--- src/rtl/cache_fill_fsm_pkg.sv ---
// Shared types and geometry constants for the cache miss handler and the
// cache tag/index decode.
package cache_fill_fsm_pkg;

    typedef enum logic {
        IDLE = 1'b0,
        FILL = 1'b1
    } fill_state_t;

    // Byte offset within a 16-byte block, and word index within that block.
    localparam int unsigned BLOCK_OFFSET_BITS = 4;
    localparam int unsigned WORD_IDX_BITS     = 3;

endpackage

--- src/rtl/cache_fill_fsm_fill_counter.sv ---
// Word counter for one block fill: synchronous clear, count enable and a
// terminal-count flag marking the last word of the block.
module cache_fill_fsm_fill_counter
    import cache_fill_fsm_pkg::*;
#(
    parameter logic [WORD_IDX_BITS-1:0] LAST = '1
) (
    input  logic                     clk,
    input  logic                     rst_n,
    input  logic                     clr,
    input  logic                     en,
    output logic [WORD_IDX_BITS-1:0] count,
    output logic                     tc
);

    // Count register; clear wins over enable.
    always_ff @(posedge clk or negedge rst_n) begin
        if (!rst_n) begin
            count <= '0;
        end else if (clr) begin
            count <= '0;
        end else if (en) begin
            count <= count + WORD_IDX_BITS'(1);
        end
    end

    // Terminal count: the counter currently points at the last word.
    always_comb begin
        tc = (count == LAST);
    end

endmodule

--- src/rtl/cache_fill_fsm.sv ---
// Cache miss handler: on a sampled miss, fetches the 8-word block from main
// memory with back-to-back pipelined reads, writes each returned word into
// the data array and finally writes the tag. fsm_busy stalls the pipeline
// for the whole fill.
module cache_fill_fsm
    import cache_fill_fsm_pkg::*;
#(
    parameter int unsigned WORDS_PER_BLOCK = 8,
    parameter int unsigned ADDR_W          = 16,
    parameter int unsigned DATA_W          = 16,
    parameter int unsigned MEM_LATENCY     = 4
) (
    input  logic              clk,
    input  logic              rst_n,
    input  logic              miss_detected,
    input  logic [ADDR_W-1:0] miss_address,
    input  logic              memory_data_valid,
    input  logic [DATA_W-1:0] memory_data,
    output logic              fsm_busy,
    output logic              mem_enable,
    output logic [ADDR_W-1:0] memory_address,
    output logic              write_data_array,
    output logic [ADDR_W-1:0] fill_address,
    output logic [DATA_W-1:0] fill_data,
    output logic              write_tag_array
);

    localparam int unsigned BYTE_BITS = BLOCK_OFFSET_BITS - WORD_IDX_BITS;

    // The FSM is response-driven; latency is only sanity-checked here.
    if (WORDS_PER_BLOCK != (32'd1 << WORD_IDX_BITS) || MEM_LATENCY == 0) begin : g_param_check
        $error("cache_fill_fsm: WORDS_PER_BLOCK must be 2**WORD_IDX_BITS and MEM_LATENCY nonzero");
    end

    fill_state_t                           state;
    fill_state_t                           state_nx;
    // Only the block-number bits are stored; the offset bits are always zero.
    logic [ADDR_W-1:BLOCK_OFFSET_BITS]     block_base;
    logic                                  issue_done;
    logic                                  accept;
    logic [WORD_IDX_BITS-1:0]              issue_cnt;
    logic [WORD_IDX_BITS-1:0]              resp_cnt;
    logic                                  issue_tc;
    logic                                  resp_tc;
    logic                                  unused_offset;

    // A miss is only taken from IDLE; misses during a fill are ignored.
    always_comb begin
        accept        = (state == IDLE) && miss_detected;
        unused_offset = ^miss_address[BLOCK_OFFSET_BITS-1:0];
    end

    cache_fill_fsm_fill_counter #(
        .LAST (WORD_IDX_BITS'(WORDS_PER_BLOCK - 1))
    ) u_issue_cnt (
        .clk   (clk),
        .rst_n (rst_n),
        .clr   (accept),
        .en    (mem_enable),
        .count (issue_cnt),
        .tc    (issue_tc)
    );

    cache_fill_fsm_fill_counter #(
        .LAST (WORD_IDX_BITS'(WORDS_PER_BLOCK - 1))
    ) u_resp_cnt (
        .clk   (clk),
        .rst_n (rst_n),
        .clr   (accept),
        .en    (write_data_array),
        .count (resp_cnt),
        .tc    (resp_tc)
    );

    // State register, latched block address and the all-requests-issued flag.
    always_ff @(posedge clk or negedge rst_n) begin
        if (!rst_n) begin
            state      <= IDLE;
            block_base <= '0;
            issue_done <= 1'b0;
        end else begin
            state <= state_nx;
            if (accept) begin
                block_base <= miss_address[ADDR_W-1:BLOCK_OFFSET_BITS];
                issue_done <= 1'b0;
            end else if (mem_enable && issue_tc) begin
                issue_done <= 1'b1;
            end
        end
    end

    // Next state and strobes; word offsets are concatenated so the address never leaves the block.
    always_comb begin
        state_nx         = state;
        fsm_busy         = 1'b0;
        mem_enable       = 1'b0;
        memory_address   = '0;
        write_data_array = 1'b0;
        fill_address     = '0;
        fill_data        = memory_data;
        write_tag_array  = 1'b0;
        case (state)
            IDLE: begin
                if (miss_detected) begin
                    state_nx = FILL;
                end
            end
            FILL: begin
                fsm_busy = 1'b1;
                if (!issue_done) begin
                    mem_enable     = 1'b1;
                    memory_address = {block_base, issue_cnt, {BYTE_BITS{1'b0}}};
                end
                if (memory_data_valid) begin
                    write_data_array = 1'b1;
                    fill_address     = {block_base, resp_cnt, {BYTE_BITS{1'b0}}};
                    if (resp_tc) begin
                        write_tag_array = 1'b1;
                        state_nx        = IDLE;
                    end
                end
            end
            default: begin
                state_nx = IDLE;
            end
        endcase
    end

endmodule

--- config.mk ---
export PLATFORM = sky130hd
export DESIGN_NAME = cache_fill_fsm
export DESIGN_NICKNAME = d
export VERILOG_FILES = /design/src/rtl/cache_fill_fsm_pkg.sv /design/src/rtl/cache_fill_fsm_fill_counter.sv /design/src/rtl/cache_fill_fsm.sv
export SDC_FILE = /design/constraint.sdc
export NUM_CORES = 1
export LEC_CHECK = 0
export CAP_MARGIN = 20
export CORE_MARGIN = 2
export CORE_UTILIZATION = 25
export CTS_BUF_LIST = sky130_fd_sc_hd__clkbuf_8
export CTS_CLUSTER_SIZE = 12
export DETAILED_ROUTE_END_ITERATION = 10
export PLACE_DENSITY = 0.57
export SLEW_MARGIN = 20
export SYNTH_ARGS = -nofsm -noshare
export SYNTH_HDL_FRONTEND = slang
export SYNTH_SLANG_ARGS = --single-unit
export TNS_END_PERCENT = 30
--- constraint.sdc ---
create_clock -name clk -period 3.9 [get_ports clk]
set_input_delay 0.975 -clock clk [delete_from_list [all_inputs] [get_ports clk]]
set_output_delay 0.975 -clock clk [all_outputs]
set_load 0.01 [all_outputs]
# Yosys cells after proc, flatten, opt, wreduce, memory -nomap -nowiden
# Cells that the tools add are included.
# classes
addsub	2
n_eq_ne	2
muxes	22
n_bitwise	1
n_reduce_logical	5
# ops
op	count
2-to-1 mux 16 bit	4
2-to-1 mux 1 bit	13
2-to-1 mux 3 bit	4
adder 3 x 1 -> 3 bit, second input constant	2
equality test 3 bit, second input constant	2
nonzero test 2 bit	3
logical AND 1 bit	2
one-hot mux 1 bit (2 select lines)	1
inverter 1 bit	1
# totals
ff_bits	20

# Longest topological paths before layout
# logic_depth
depth_word	5
depth_mapped	4
ltp_nobuf	4

# Modules after synthesis
# Synthesis repeated with hierarchy kept, for this count alone.
# hier_totals
cells_unflattened	111
hier_area_um2	1244.9
# modules_own_cells
module	instances	cells_each	area_each_um2	seq_area_each_um2
cache_fill_fsm	1	89	964.7	350.3
cache_fill_fsm_fill_counter	2	11	140.1	75.1

# Worst setup path after synthesis
# Ideal clock, no wire load.
# synth_timing
kind	input-to-output
start	input port memory_data_valid
end	output port fill_address[10]
arrival_time_ns	1.366
setup_slack_ns	1.559
cell_stages	2
n_path_buf	1
cell_sequence	clkbuf_1 > and3_1
# synth_via
elab_chain_cells	2
# synth_rtl
element	line_no	source
start, declared	cache_fill_fsm.sv:17	input logic memory_data_valid,
2-to-1 mux 16 bit	cache_fill_fsm.sv:114	if (memory_data_valid) begin
2-to-1 mux 16 bit	cache_fill_fsm.sv:102	case (state)
end, declared	cache_fill_fsm.sv:23	output logic [ADDR_W-1:0] fill_address,
# Every way passes these cells.

# Worst setup path after layout
# layout_timing
start	input port memory_data_valid
end	output port write_tag_array
# layout_via
elab_chain_cells	2
# layout_rtl
element	line_no	source
2-to-1 mux 1 bit	cache_fill_fsm.sv:114	
2-to-1 mux 1 bit	cache_fill_fsm.sv:102	
end, declared	cache_fill_fsm.sv:25	output logic write_tag_array
# Every way passes these cells.

==> reports/qor.yml <==
power:
  ir_drop_mv: 0.1964
  cellPowerDensity_mw_per_mm2: 648.5
  power.leakage_nw: 0.8433
synthesis:
  synth_warnings: 0
  syn_inst: 120
  syn_area_per_cell_um2: 10.93
  ys_ff_latch: 20
  synthesis.area_mm2: 0.001311
  ys_seq_area_frac: 0.3817
  synth_cell_types: 22
sta:
  setup_slack_ns: 0.3325
  slew_headroom: 0.3876
  setup_tns_ns: 0
  hold_ws_ns: 0.5123
  fin_skew_ns: 0.005316
  min_period_ns: 3.567
  slew_viol_final: 0
  setup_viol: 0
  tightest_slew_ns: 0.9158
  finalCritPeriodShare: 0.9147
  hold_viol: 0
  fmax_mhz: 280.3
  rsz0062_at_grt: "no"
routing:
  post_drt_wl_per_cell_um: 13.18
  ant_nets: 0
  via_per_inst: 4.222
  dr.pass1.iters: 3
  drt_iter0_drc: 40
  wirelength_mm: 2.912
  drc: 0
  vias: 933
finish:
  final_cell_mix: "clkdlybuf4s50_1, dfrtp_1, and3_1, and2_1, mux2_4"
  final_cell_area_mm2: 0.001794
  postLayoutCoreUtil: 0.3536
  final_common_cell: "clkdlybuf4s50_1"
  diodes: 0
  nets: 192
  drive_above_1_share: 0.1192
  synthToLayoutAreaGrowth_pct: 36.83
worst_setup_path:
  start_kind: "input port"
  crit_chain: "clkdlybuf4s50_1, and3_1, clkdlybuf4s50_1"
  crit_fanout: 19
  criticalPathCategory: "input port to output pin"
  critPathSlowestCell: "clkdlybuf4s50_1"
  crit_arrival_ns: 2.59
  path_buf_inv: 2
  end_kind: "output pin"
  rrSetupSlack_ns: 2.38
  required_ns: 2.92
  crit_path_frequent_cell: "clkdlybuf4s50_1"
  path_delay_family: "buffers and inverters"
  max_stage_delay_ns: 0.79
place:
  dp_hpwl_mm: 2.154
  place_area_mm2: 0.001723
  port_buffers: 49
  pre_cts_ws_ns: 0.2985
  gp_congestion: 0.7025
clock_tree:
  tritoncts: "built"
  ctsRootBufferMaster: "clkbuf_8"
  postCtsSetupRepairBufs: 0
  cts.clk_slew.worst_paths_ns: 0.07
  numCtsBuffers: 3
  holdBufCountCts: 0
  cts_buffer_depth: 2
  cts.repair.resized: 0
  cts.sinks: 20
  cts.htree.levels: 1
  clkLatencyLatePin_ns: 0.26
floorplanning:
  die_width_um: 76.42
  die_height_um: 76.42
  initial_core_util: 0.2584
  die_area_mm2: 0.005840
  coreArea_mm2: 0.005075
  num_rows: 26
  io_pins: 88
grt:
  grt_pass1_wl_mm: 4.947
  antenna_found_initial: 0
  grt_usage: 0.1029
  grt_pass1_vias: 996
  grt_max_degree: 30
  grt_remaining_overflow: 0
status:
  status: "complete, no violations"
job:
  cap_violations: 0
worst_hold_path:
  hold_path_class: "flop to flop"
-- through the flow --
step	total power [W]	instances
after floorplan	0.0007402	121
after global placement	0.0009415	217
after detailed placement	0.0009669	217
after CTS	0.001180	221
after global routing	0.001251	221
final	0.001164	221
-- synthesized netlist by cell type --
library cell  instances  share of area
a21o_1                2          0.011
and2_1               16          0.076
and2b_1               1         0.0057
and2b_4               1         0.0076
and3_1               16          0.076
buf_12                1          0.015
buf_2                 3          0.011
buf_4                20           0.11
clkbuf_1              2         0.0057
conb_1                1         0.0029
dfrtp_1              20           0.38
ha_1                  4          0.038
inv_1                 1         0.0029
mux2_1                2          0.017
mux2_4               10           0.11
mux2i_1               8          0.061
nand2b_1              4          0.019
nor2_1                2         0.0057
nor3b_1               2          0.011
o21ai_0               2         0.0076
xnor2_1               1         0.0067
xor2_1                1         0.0067
-- worst register-to-register path: stages, from the launching register on --
cell     delay, ns
dfrtp_1       0.38
buf_4         0.23
and2b_4       0.45
mux2_1        0.35
-- metal layers --
metal / wire length (µm) / global-route usage
met1: 1245 / 0.1207
met2: 1326 / 0.1752
met3: 276 / 0.03081
met4: 63 / 0.04182
met5: 0 / 0
-- layout make-up --
type | count | area [µm²]
Timing Repair Buffer | 52 | 513.0
Fill cell | 511 | 3281
Multi-Input combinational cell | 74 | 618.1
Inverter | 1 | 3.754
Sequential cell | 20 | 500.5
Clock inverter | 1 | 30.03
Tap cell | 70 | 87.58
Clock buffer | 3 | 41.29
-- flip-flops by register name, indices dropped and copies added, names as in the netlist --
register,flops
block_base,12
u_issue_cnt.count,3
u_resp_cnt.count,3
issue_done,1
state,1
-- path summary, 6_finish.rpt --
kind | depth (start not counted) | endpoint | start
min in group asynchronous | 1 | block_base[15] | rst_n
hold reg to reg | 1 | block_base[13] | block_base[13]
setup reg to reg | 3 | block_base[12] | state
hold / removal | 1 | block_base[13] | block_base[13]
max in group asynchronous | 1 | block_base[14] | rst_n
setup / recovery | 3 | write_tag_array | memory_data_valid
-- power by group --
group          total [W]  internal [W]  leakage, nW  switching, W
Sequential      0.000388      0.000306        0.239     0.0000822
Combinational   0.000568      0.000355        0.569      0.000213
Clock           0.000208      0.000137       0.0357     0.0000709
Total            0.00116      0.000798        0.843      0.000366
-- cell families (layout without fill, tap and decap cells) --
| group | Yosys count | in the layout | share of synthesized area |
|---|---|---|---|
| DFF | 20 | 20 | 0.3817 |
| buffers and inverters | 27 | 57 | 0.1498 |
| other | 1 | 2 | 0.002860 |
| xor gates and xnor gates | 2 | 2 | 0.01336 |
| muxes | 20 | 20 | 0.1927 |
| and+or+nand+nor | 42 | 42 | 0.2023 |
| adders and majority gates | 4 | 4 | 0.03817 |
| AOI/OAI and AO/OA | 4 | 4 | 0.01908 |
Power figures use the tool's default switching activity.
